--- src/rtl/mul_unit_pkg.sv ---
// mul_unit_pkg
//   Shared definitions for the multicycle core's multiply path:
//   - MulOp encodings driven by the controller into mul_unit.
//   - FSM state constants for mul_unit (IDLE / CALC / FIX).
//   - The Instr[7:4] pattern the controller decodes as a multiply.
//   - Small helpers used by the decoder and by mul_unit.
package mul_unit_pkg;

    // MulOp encodings. 2'b01 is reserved and executes as MUL.
    localparam logic [1:0] MUL_OP   = 2'b00;
    localparam logic [1:0] UMULL_OP = 2'b10;
    localparam logic [1:0] SMULL_OP = 2'b11;

    // FSM states.
    localparam logic [1:0] IDLE = 2'd0;
    localparam logic [1:0] CALC = 2'd1;
    localparam logic [1:0] FIX  = 2'd2;

    // Instr[7:4] value that marks a multiply in the data-processing space.
    localparam logic [3:0] MUL_PATTERN = 4'b1001;

    // True when Instr[7:4] selects the multiply path.
    function automatic logic is_mul_instr(input logic [3:0] instr_7_4);
        return instr_7_4 == MUL_PATTERN;
    endfunction

    // Long ops (UMULL/SMULL) report flags over the full 2*WIDTH product.
    function automatic logic is_long_op(input logic [1:0] mul_op);
        return mul_op[1];
    endfunction

    // Signed ops work on magnitudes and fix the sign at the end.
    function automatic logic is_signed_op(input logic [1:0] mul_op);
        return mul_op == SMULL_OP;
    endfunction

endpackage

--- src/rtl/mul_unit_if.sv ---
// mul_unit_if
//   Controller <-> multiply unit bundle.
//   Handshake: Start is a request that is accepted on a rising edge only
//   while Busy is low (unit in IDLE); a Start seen while Busy is high is
//   dropped, never queued. Done is a one-cycle valid pulse with no
//   backpressure; ResultLo/ResultHi/FlagsNZ are valid with Done and held
//   until the next completed operation. Flush cancels any operation in
//   flight and has priority over Start.
//   Signals:
//     Start, MulOp[1:0], SrcA, SrcB, Flush   controller -> unit
//     Busy, Done, ResultLo, ResultHi,        unit -> controller
//     FlagsNZ[1:0], dbg_state[1:0]
//   dbg_state mirrors the unit's FSM state for observation only.
interface mul_unit_if #(
    parameter int WIDTH = 32
);
    logic             Start;
    logic [1:0]       MulOp;
    logic [WIDTH-1:0] SrcA;
    logic [WIDTH-1:0] SrcB;
    logic             Flush;
    logic             Busy;
    logic             Done;
    logic [WIDTH-1:0] ResultLo;
    logic [WIDTH-1:0] ResultHi;
    logic [1:0]       FlagsNZ;
    logic [1:0]       dbg_state;

    modport master (
        output Start, MulOp, SrcA, SrcB, Flush,
        input  Busy, Done, ResultLo, ResultHi, FlagsNZ, dbg_state
    );

    modport slave (
        input  Start, MulOp, SrcA, SrcB, Flush,
        output Busy, Done, ResultLo, ResultHi, FlagsNZ, dbg_state
    );
endinterface

--- src/rtl/mul_unit.sv ---
// mul_unit
//   Iterative radix-2 shift-add multiplier for MUL, UMULL and SMULL.
//   One product takes WIDTH CALC cycles plus one FIX cycle; Done pulses in
//   the cycle after FIX, when the unit is already back in IDLE.
//   Ports:
//     clk    core clock, rising edge
//     reset  asynchronous active-low reset
//     bus    mul_unit_if slave modport (Start/MulOp/SrcA/SrcB/Flush in,
//            Busy/Done/ResultLo/ResultHi/FlagsNZ/dbg_state out)
//   All outputs come straight from registers or from a decode of the state
//   register, so there is no input-to-output combinational path.
module mul_unit
    import mul_unit_pkg::*;
#(
    parameter int WIDTH = 32
) (
    input  logic     clk,
    input  logic     reset,
    mul_unit_if.slave bus
);

    localparam int CW = (WIDTH > 1) ? $clog2(WIDTH) : 1;
    localparam logic [CW-1:0] LAST_COUNT = CW'(WIDTH - 1);

    logic [1:0]         state_q,    state_d;
    logic [CW-1:0]      count_q,    count_d;
    logic [1:0]         op_q,       op_d;
    logic               neg_q,      neg_d;
    logic [WIDTH-1:0]   mcand_q,    mcand_d;
    logic [WIDTH-1:0]   mplier_q,   mplier_d;
    logic [2*WIDTH-1:0] acc_q,      acc_d;
    logic [WIDTH-1:0]   res_lo_q,   res_lo_d;
    logic [WIDTH-1:0]   res_hi_q,   res_hi_d;
    logic [1:0]         flags_q,    flags_d;
    logic               done_q,     done_d;

    // Datapath helpers.
    logic [WIDTH-1:0]   src_a_abs;
    logic [WIDTH-1:0]   src_b_abs;
    logic [WIDTH:0]     partial_sum;
    logic [2*WIDTH-1:0] product;
    logic               flag_n;
    logic               flag_z;

    // Magnitudes for SMULL. The most-negative value negates to itself,
    // which read as unsigned is exactly its magnitude.
    assign src_a_abs = bus.SrcA[WIDTH-1] ? (~bus.SrcA + WIDTH'(1)) : bus.SrcA;
    assign src_b_abs = bus.SrcB[WIDTH-1] ? (~bus.SrcB + WIDTH'(1)) : bus.SrcB;

    // Add the multiplicand into the upper half, keeping the carry so the
    // following right shift does not lose it.
    assign partial_sum = {1'b0, acc_q[2*WIDTH-1:WIDTH]}
                       + {1'b0, (mplier_q[0] ? mcand_q : {WIDTH{1'b0}})};

    assign product = neg_q ? (~acc_q + (2*WIDTH)'(1)) : acc_q;

    always_comb begin
        flag_n = 1'b0;
        flag_z = 1'b0;
        if (is_long_op(op_q)) begin
            flag_n = product[2*WIDTH-1];
            flag_z = (product == {2*WIDTH{1'b0}});
        end else begin
            flag_n = product[WIDTH-1];
            flag_z = (product[WIDTH-1:0] == {WIDTH{1'b0}});
        end
    end

    always_comb begin
        state_d  = state_q;
        count_d  = count_q;
        op_d     = op_q;
        neg_d    = neg_q;
        mcand_d  = mcand_q;
        mplier_d = mplier_q;
        acc_d    = acc_q;
        res_lo_d = res_lo_q;
        res_hi_d = res_hi_q;
        flags_d  = flags_q;
        done_d   = 1'b0;

        if (bus.Flush) begin
            // Abort wins over everything, including a Start in IDLE and the
            // result write in FIX.
            state_d = IDLE;
            count_d = '0;
        end else begin
            case (state_q)
                IDLE: begin
                    if (bus.Start) begin
                        op_d    = bus.MulOp;
                        acc_d   = '0;
                        count_d = '0;
                        if (is_signed_op(bus.MulOp)) begin
                            mcand_d  = src_a_abs;
                            mplier_d = src_b_abs;
                            neg_d    = bus.SrcA[WIDTH-1] ^ bus.SrcB[WIDTH-1];
                        end else begin
                            mcand_d  = bus.SrcA;
                            mplier_d = bus.SrcB;
                            neg_d    = 1'b0;
                        end
                        state_d = CALC;
                    end
                end
                CALC: begin
                    acc_d    = {partial_sum, acc_q[WIDTH-1:1]};
                    mplier_d = mplier_q >> 1;
                    count_d  = count_q + CW'(1);
                    if (count_q == LAST_COUNT) begin
                        state_d = FIX;
                    end
                end
                FIX: begin
                    res_lo_d = product[WIDTH-1:0];
                    res_hi_d = product[2*WIDTH-1:WIDTH];
                    flags_d  = {flag_n, flag_z};
                    done_d   = 1'b1;
                    state_d  = IDLE;
                end
                default: begin
                    state_d = IDLE;
                end
            endcase
        end
    end

    always_ff @(posedge clk or negedge reset) begin
        if (!reset) begin
            state_q  <= IDLE;
            count_q  <= '0;
            op_q     <= MUL_OP;
            neg_q    <= 1'b0;
            mcand_q  <= '0;
            mplier_q <= '0;
            acc_q    <= '0;
            res_lo_q <= '0;
            res_hi_q <= '0;
            flags_q  <= 2'b00;
            done_q   <= 1'b0;
        end else begin
            state_q  <= state_d;
            count_q  <= count_d;
            op_q     <= op_d;
            neg_q    <= neg_d;
            mcand_q  <= mcand_d;
            mplier_q <= mplier_d;
            acc_q    <= acc_d;
            res_lo_q <= res_lo_d;
            res_hi_q <= res_hi_d;
            flags_q  <= flags_d;
            done_q   <= done_d;
        end
    end

    assign bus.Busy      = (state_q != IDLE);
    assign bus.Done      = done_q;
    assign bus.ResultLo  = res_lo_q;
    assign bus.ResultHi  = res_hi_q;
    assign bus.FlagsNZ   = flags_q;
    assign bus.dbg_state = state_q;

endmodule

--- src/flat_wrapper.sv ---
// flat-port wrapper written by rule: the top's interface ports become plain ports
module mul_unit_flat import mul_unit_pkg::*;
#(
    parameter int WIDTH = 32
)
  (clk, reset, bus_Start, bus_MulOp, bus_SrcA, bus_SrcB, bus_Flush, bus_Busy, bus_Done, bus_ResultLo, bus_ResultHi, bus_FlagsNZ, bus_dbg_state);
  mul_unit_if #(.WIDTH(WIDTH)) bus_i ();
  input  logic clk;
  input  logic reset;
  input wire logic [$bits(bus_i.Start)-1:0] bus_Start;
  input wire logic [$bits(bus_i.MulOp)-1:0] bus_MulOp;
  input wire logic [$bits(bus_i.SrcA)-1:0] bus_SrcA;
  input wire logic [$bits(bus_i.SrcB)-1:0] bus_SrcB;
  input wire logic [$bits(bus_i.Flush)-1:0] bus_Flush;
  output wire logic [$bits(bus_i.Busy)-1:0] bus_Busy;
  output wire logic [$bits(bus_i.Done)-1:0] bus_Done;
  output wire logic [$bits(bus_i.ResultLo)-1:0] bus_ResultLo;
  output wire logic [$bits(bus_i.ResultHi)-1:0] bus_ResultHi;
  output wire logic [$bits(bus_i.FlagsNZ)-1:0] bus_FlagsNZ;
  output wire logic [$bits(bus_i.dbg_state)-1:0] bus_dbg_state;
  assign bus_i.Start = bus_Start;
  assign bus_i.MulOp = bus_MulOp;
  assign bus_i.SrcA = bus_SrcA;
  assign bus_i.SrcB = bus_SrcB;
  assign bus_i.Flush = bus_Flush;
  assign bus_Busy = bus_i.Busy;
  assign bus_Done = bus_i.Done;
  assign bus_ResultLo = bus_i.ResultLo;
  assign bus_ResultHi = bus_i.ResultHi;
  assign bus_FlagsNZ = bus_i.FlagsNZ;
  assign bus_dbg_state = bus_i.dbg_state;
  mul_unit #(.WIDTH(WIDTH)) u_core (.clk(clk), .reset(reset), .bus(bus_i));
endmodule
--- config.mk ---
export PLATFORM = sky130hd
export DESIGN_NAME = mul_unit_flat
export DESIGN_NICKNAME = d
export VERILOG_FILES = /design/src/rtl/mul_unit_pkg.sv /design/src/rtl/mul_unit_if.sv /design/src/rtl/mul_unit.sv /design/src/flat_wrapper.sv
export SDC_FILE = /design/constraint.sdc
export NUM_CORES = 1
export LEC_CHECK = 0
export BUFFER_PORTS_ARGS = -buffer_cell sky130_fd_sc_hd__buf_2
export CAP_MARGIN = 0
export CELL_PAD_IN_SITES_DETAIL_PLACEMENT = 1
export CELL_PAD_IN_SITES_GLOBAL_PLACEMENT = 2
export CORE_ASPECT_RATIO = 2
export CORE_UTILIZATION = 33
export CTS_CLUSTER_DIAMETER = 150
export DETAILED_ROUTE_END_ITERATION = 6
export GPL_ROUTABILITY_DRIVEN = 0
export PLACE_DENSITY = 0.81
export REMOVE_ABC_BUFFERS = 1
export SYNTH_ARGS = -nofsm -noshare
export SYNTH_HDL_FRONTEND = slang
export SYNTH_SLANG_ARGS = --single-unit
--- constraint.sdc ---
create_clock -name clk -period 3.4 [get_ports clk]
set_input_delay 1.02 -clock clk [delete_from_list [all_inputs] [get_ports clk]]
set_output_delay 1.02 -clock clk [all_outputs]
set_load 0.01 [all_outputs]
* Word level (Yosys, flattened, before mapping) *
Cells that the tools add are included.

storage, ports and cells
  bits in registers = 205
  output and inout bits = 70

cells by class
  $add $sub $neg = 5
  equality and inequality tests = 7
  multiplexer cells = 22
  bitwise logic cells = 5
  reductions and logical operators = 11

operators by type and width
  kind                                                              number
  32-bit 2-to-1 mux                                                 6
  64-bit 2-to-1 mux                                                 2
  64-bit case mux with 2 select lines                               1
  32-bit by 1-bit adder with 32-bit output (second input constant)  2
  64-bit by 1-bit adder with 64-bit output (second input constant)  1
  64-bit logical NOT                                                1
  32-bit inverter                                                   2
  64-bit inverter                                                   1
  32-bit case mux with 2 select lines                               1
  32-bit by 32-bit adder with 33-bit output                         1
  32-bit logical NOT                                                1
  5-bit 2-to-1 mux                                                  2
  5-bit case mux with 2 select lines                                1
  2-bit 2-to-1 mux                                                  3
  2-bit AND reduction                                               3
  3-bit AND reduction                                               2
  5-bit by 1-bit adder with 5-bit output (second input constant)    1
  5-bit == test (second input constant)                             1
  1-bit 2-to-1 mux                                                  5
  2-bit == test (second input constant)                             2
  2-bit case mux with 2 select lines                                1
  2-bit nonzero test                                                2
  3-bit by 2-bit != test with 1-bit output (second input constant)  1
  3-bit != test (second input constant)                             1
  other kinds (6)                                                   6

* Logic depth before layout (Yosys ltp) *
  depth in word-level cells = 6
  depth in mapped cells = 14
  gate-level depth less buffers = 13

* Least setup slack after synthesis *
OpenSTA, ideal clock, no wires.

  path type = flip-flop to flip-flop
  start point = register u_core.acc_q[10]
  end point = register u_core.flags_q[0] (netlist: u_core.bus.FlagsNZ[0])
  arrival time = 3.575 ns
  data required time = 3.267 ns
  slack = -0.307 ns
  stages on the path, launching flop included = 13
  cell sequence = dfrtp_1 or4_1 buf_2 or4b_4 buf_6 or4_4 buf_6 or3b_4 mux2_4 a32oi_1 nor3_1 a41oi_1 o22ai_1

on the way
  word-level cells in the longest chain between the ends = 5
  elaborated cells on any way between the ends = 6
  those cells by class = add/sub (1); mux (2); bitwise (1); reduce/logical (2)

RTL lines
  element                                                   RTL line                        source
  start, declared                                           mul_unit.sv:31                  logic [2*WIDTH-1:0] acc_q, acc_d;
  start signal, assigned                                    mul_unit.sv:136                 acc_q <= '0;
  start signal, assigned                                    mul_unit.sv:148                 acc_q <= acc_d;
  64-bit inverter                                           mul_unit.sv:55                  assign product = neg_q ? (~acc_q + (2*WIDTH)'(1)) : acc_q;
  64-bit by 1-bit adder with 64-bit output                  mul_unit.sv:55
  64-bit 2-to-1 mux (*)                                     mul_unit.sv:55
  64-bit logical NOT or 32-bit logical NOT (tied branches)  mul_unit.sv:62, mul_unit.sv:65
  1-bit 2-to-1 mux (*)                                      mul_unit.sv:60                  if (is_long_op(op_q)) begin
  end signal, assigned                                      mul_unit.sv:151                 flags_q <= flags_d;
  end, declared                                             mul_unit.sv:34                  logic [1:0] flags_q, flags_d;

Every way passes the cells marked *; elsewhere a longest branch is shown, timed or not.
A chain may end at the register's enable or synchronous reset.

* Final worst setup path *
  start point = register u_core.acc_q[24]
  end point = register u_core.flags_q[0] (netlist: u_core.bus.FlagsNZ[0])

Same word-level chain as after synthesis.

==> results.md <==
* Outcome: finished, violations left
* Violated checks: setup timing
* Max_slew headroom at 0.494
* Worst Setup Start Kind: flop
* Area after DPL at approximately 16000 um2
* Max stage delay cell, worst path: or4_4
* Clock Path Buffers at 3
* Clock Latency Late Sink at about 530 ps
* Grt ovf at 0
* Clock transition at path regs at 70 ps
* Vias per Instance at roughly 5.4
* Pre-CTS setup slack at -311 ps
* Power density over the cells at roughly 640 nW/um2
* Initial DRC count at about 500
* Most used DFF post-synth: dfrtp_1
* Core Box Area at approximately 39000 um2
* Sw Ratio at 0.400
* CP most frequent cell: or4_4
* CP cell instances: or4_4, or4_4, or4_4, o41ai_2, xor2_1, nand4_1, nor4_1, a41oi_1, o22ai_1
* R2r worst-path depth at 9
* # hold bufs at CTS at 0
* Routed WL at 45.5 mm
* Period utilisation layout at 1.04
* CP max FO at 4
* Leak at between 7 and 8 nW
* Vias at about 13000
* Final setup margin at -137 ps
* Largest net degree at the start of global routing at between 100 and 150
* Die Area at 40200 um2
* Critical path class: flop to flop
* Peak supply drop at 0.363 mV
* First-pass GRT wire length at roughly 72 mm
* Sequential Power Share at 0.302
* Post-synthesis register bit count at between 200 and 250
* # DRC at 0
* Initial Utilization at 0.335
* EDFF count, synth at 0
* Clock power share at 0.235
* Reg2reg setup slack at -140 ps
* Async set or reset register ratio after synthesis at 1.00
* Synthesized cell area at roughly 13000 um2
* Antenna-violating nets left at 0
* RSZ-0062 raised after global routing: true
* Total GRT Usage at 0.229
* Vias in the first global route at 13600
* Max Freq at between 0.2 and 0.3 GHz
* Minimum clock period at 3540 ps
* Clock skew at between 10 and 15 ps
* Post-route cell area at 16500 um2
* Final slew viol count at 0
* Final hold vios at 0
* Worst reg2reg endpoint: u_core.bus.FlagsNZ[0]
* Worst EP arrival at roughly 4000 ps
* Max incr delay on CP at between 500 and 600 ps
* Worst min-delay path class: primary input to async pin
* Wirelength per Cell at between 15 and 20 um
* Endpoints failing setup at 1
* Combinational power share at 0.463
* CTS root buffer: clkbuf_16
* Clock Sink Count at slightly above 200
* Cell Count, Final, Fillers Out at ~2300
* Warnings, synthesis at 0
* Final core utilization at 0.426
* Internal at approximately 6.3 mW
* NetSw at roughly 4.2 mW
* Number of port buffers at 139
* CTS tree: done
* Die H at ~280 um
* Worst EP required at approximately 3900 ps
* P&R area growth vs syn at 27.3%
* Sequential-to-total area share from yosys stat at 0.393
* Hpwl dp at roughly 35 mm
* Layout Nets at approximately 1900
* Inst Count DP at between 2000 and 2500
* Synth cell types at between 60 and 70
* H-Tree Level Count at 1
* Die width at 142 um
* Initial antenna violation count at 0
* # diodes at 0
* Worst Setup End Kind: flop
* Initial DRT Pass Iterations at 5
* Synth Instances at between 1500 and 2000
* Synth Area per Inst at 8.46 um2
* Share of layout cells above drive strength 1 at 0.251
* IO Pins at 140
* Worst-Margin Slew at approximately 760 ps
* TritonCTS Buffers at 21
* Max-Cap Viols at 0
* Row cnt at slightly above 100
* Origin of the critical flop-to-flop path: u_core.acc_q[24]
-- area by class of cell --
cell class	count	area [um2]
clock buffer	30	589
timing repair buffer	353	2380
clock inverter	6	109
fill	4679	22300
tap	520	651
inverter	27	101
multi-input combinational	1202	7610
sequential	204	5110
-- cell families (layout without fill, tap and decap cells) --
family | count (synthesis) | in the layout | share of synthesized area
multiplexers | 10 | 10 | 0.00856
adder cells (fa/ha/maj) | 39 | 39 | 0.0381
XOR/XNOR | 141 | 141 | 0.0950
AND/OR/NAND/NOR | 547 | 547 | 0.209
AO/OA/AOI/OAI | 465 | 465 | 0.217
buffers and inverters | 131 | 416 | 0.0393
flip-flops | 204 | 204 | 0.393
-- power by group through the flow --
stage                     Combinational (mW)  Sequential (mW)  Clock, mW
final                                   4.88             3.19       2.47
after global routing                    5.31             3.24       2.61
after CTS                               4.75             3.18       2.54
after detailed placement                4.57             3.22          0
after global placement                  4.44             3.19          0
after floorplan                         2.44             3.17          0
-- cell usage after synthesis, types with 6 or more instances --
| library cell | count | area, um2 |
|---|---|---|
| a211oi_1 | 8 | 60.1 |
| a21o_1 | 14 | 105 |
| a21oi_1 | 136 | 681 |
| a22o_1 | 31 | 272 |
| a31oi_1 | 10 | 62.6 |
| a32o_1 | 6 | 60.1 |
| a32oi_1 | 7 | 61.3 |
| and2_1 | 37 | 231 |
| and3_1 | 8 | 50.1 |
| clkbuf_1 | 95 | 357 |
| dfrtp_1 | 204 | 5100 |
| ha_1 | 38 | 475 |
| inv_1 | 27 | 101 |
| nand2_1 | 147 | 552 |
| nand2b_1 | 15 | 93.8 |
| nand3_1 | 29 | 145 |
| nand4_1 | 18 | 113 |
| nor2_1 | 146 | 548 |
| nor3_1 | 36 | 180 |
| nor4_1 | 21 | 131 |
| o21a_1 | 7 | 52.6 |
| o21ai_0 | 165 | 826 |
| o31ai_1 | 31 | 233 |
| o41ai_1 | 16 | 140 |
| or2_2 | 12 | 75.1 |
| or3_1 | 23 | 144 |
| or4_1 | 26 | 195 |
| xnor2_1 | 49 | 429 |
| xor2_1 | 92 | 806 |
-- metrics by stage --
step | setup TNS [ps] | total power, mW | hold WS (ps)
2_1_floorplan | -341200 | 5.61 | 438
3_3_place_gp | -1550 | 7.64 | 453
3_5_place_dp | -2760 | 7.79 | 462
4_1_cts | -99.4 | 10.5 | 435
5_1_grt | -240 | 11.2 | 457
6_report | -137 | 10.5 | 428
-- layer usage --
metal  GRT usage  vias to the layer above  share of wire  routed length (um)
met4       0.135                        0          0.056                2530
met2       0.456                      270           0.56               25700
met3      0.0214                      128          0.027                1240
li1            -                     6055              -                   -
met5           0                        -              0                   0
met1       0.225                     6209           0.35               16000
-- layout by cell type (no fill, tap or decap), types with 6 or more instances in the layout --
master     instances
o41ai_1           12
nand2_1          146
buf_4            208
a211oi_1           6
nand4_1           18
or3_1             22
clkbuf_16         21
nand3_1           29
or4_1             21
xor2_1            91
o21a_1             7
or2_2             12
a21o_1            14
nor3_1            31
a21oi_1          133
a22o_1            31
a32o_1             6
clkbuf_1           6
nor2_1           144
o31ai_1           26
o21ai_0          161
nor4_1            21
nand2b_1          15
inv_1             26
and2_1            37
buf_2            138
and3_1             8
or4_4              7
a32oi_1            6
dfrtp_1          203
ha_1              35
xnor2_1           48
a31oi_1            9
o21ai_1            6
-- worst max-delay path: cells and delay by family (launching register included) --
family | cells | cell delay (ps)
AO/OA/AOI/OAI | 3 | 660
flip-flops | 1 | 380
XOR/XNOR | 1 | 230
AND/OR/NAND/NOR | 5 | 2170
-- how the worst max path moves through the flow --
stage                      from                    end  cells after the start
6_report       u_core.acc_q[24]  u_core.bus.FlagsNZ[0]                      9
5_1_grt        u_core.acc_q[24]  u_core.bus.FlagsNZ[0]                      9
4_1_cts        u_core.acc_q[24]  u_core.bus.FlagsNZ[0]                     10
3_5_place_dp    u_core.acc_q[1]  u_core.bus.FlagsNZ[0]                     12
3_3_place_gp       bus_SrcA[18]     u_core.mcand_q[27]                     10
2_1_floorplan         bus_Flush  u_core.bus.FlagsNZ[0]                      7
-- sequential cells by signal, indices dropped and copies added, names as in the netlist, 2 cells and up --
register,cells
u_core.count_q,5
u_core.bus.dbg_state,2
u_core.bus.ResultLo,32
u_core.bus.FlagsNZ,2
u_core.acc_q,64
u_core.mcand_q,32
u_core.bus.ResultHi,32
u_core.mplier_q,32
-- timing repair --
action | CTS | global route
buffers inserted | 5 | 2
gates resized for setup | 14 | 33
setup endpoints to repair | 7 | 10
pin swaps | 9 | 13
Note: power is estimated with default switching activity, not from simulation.
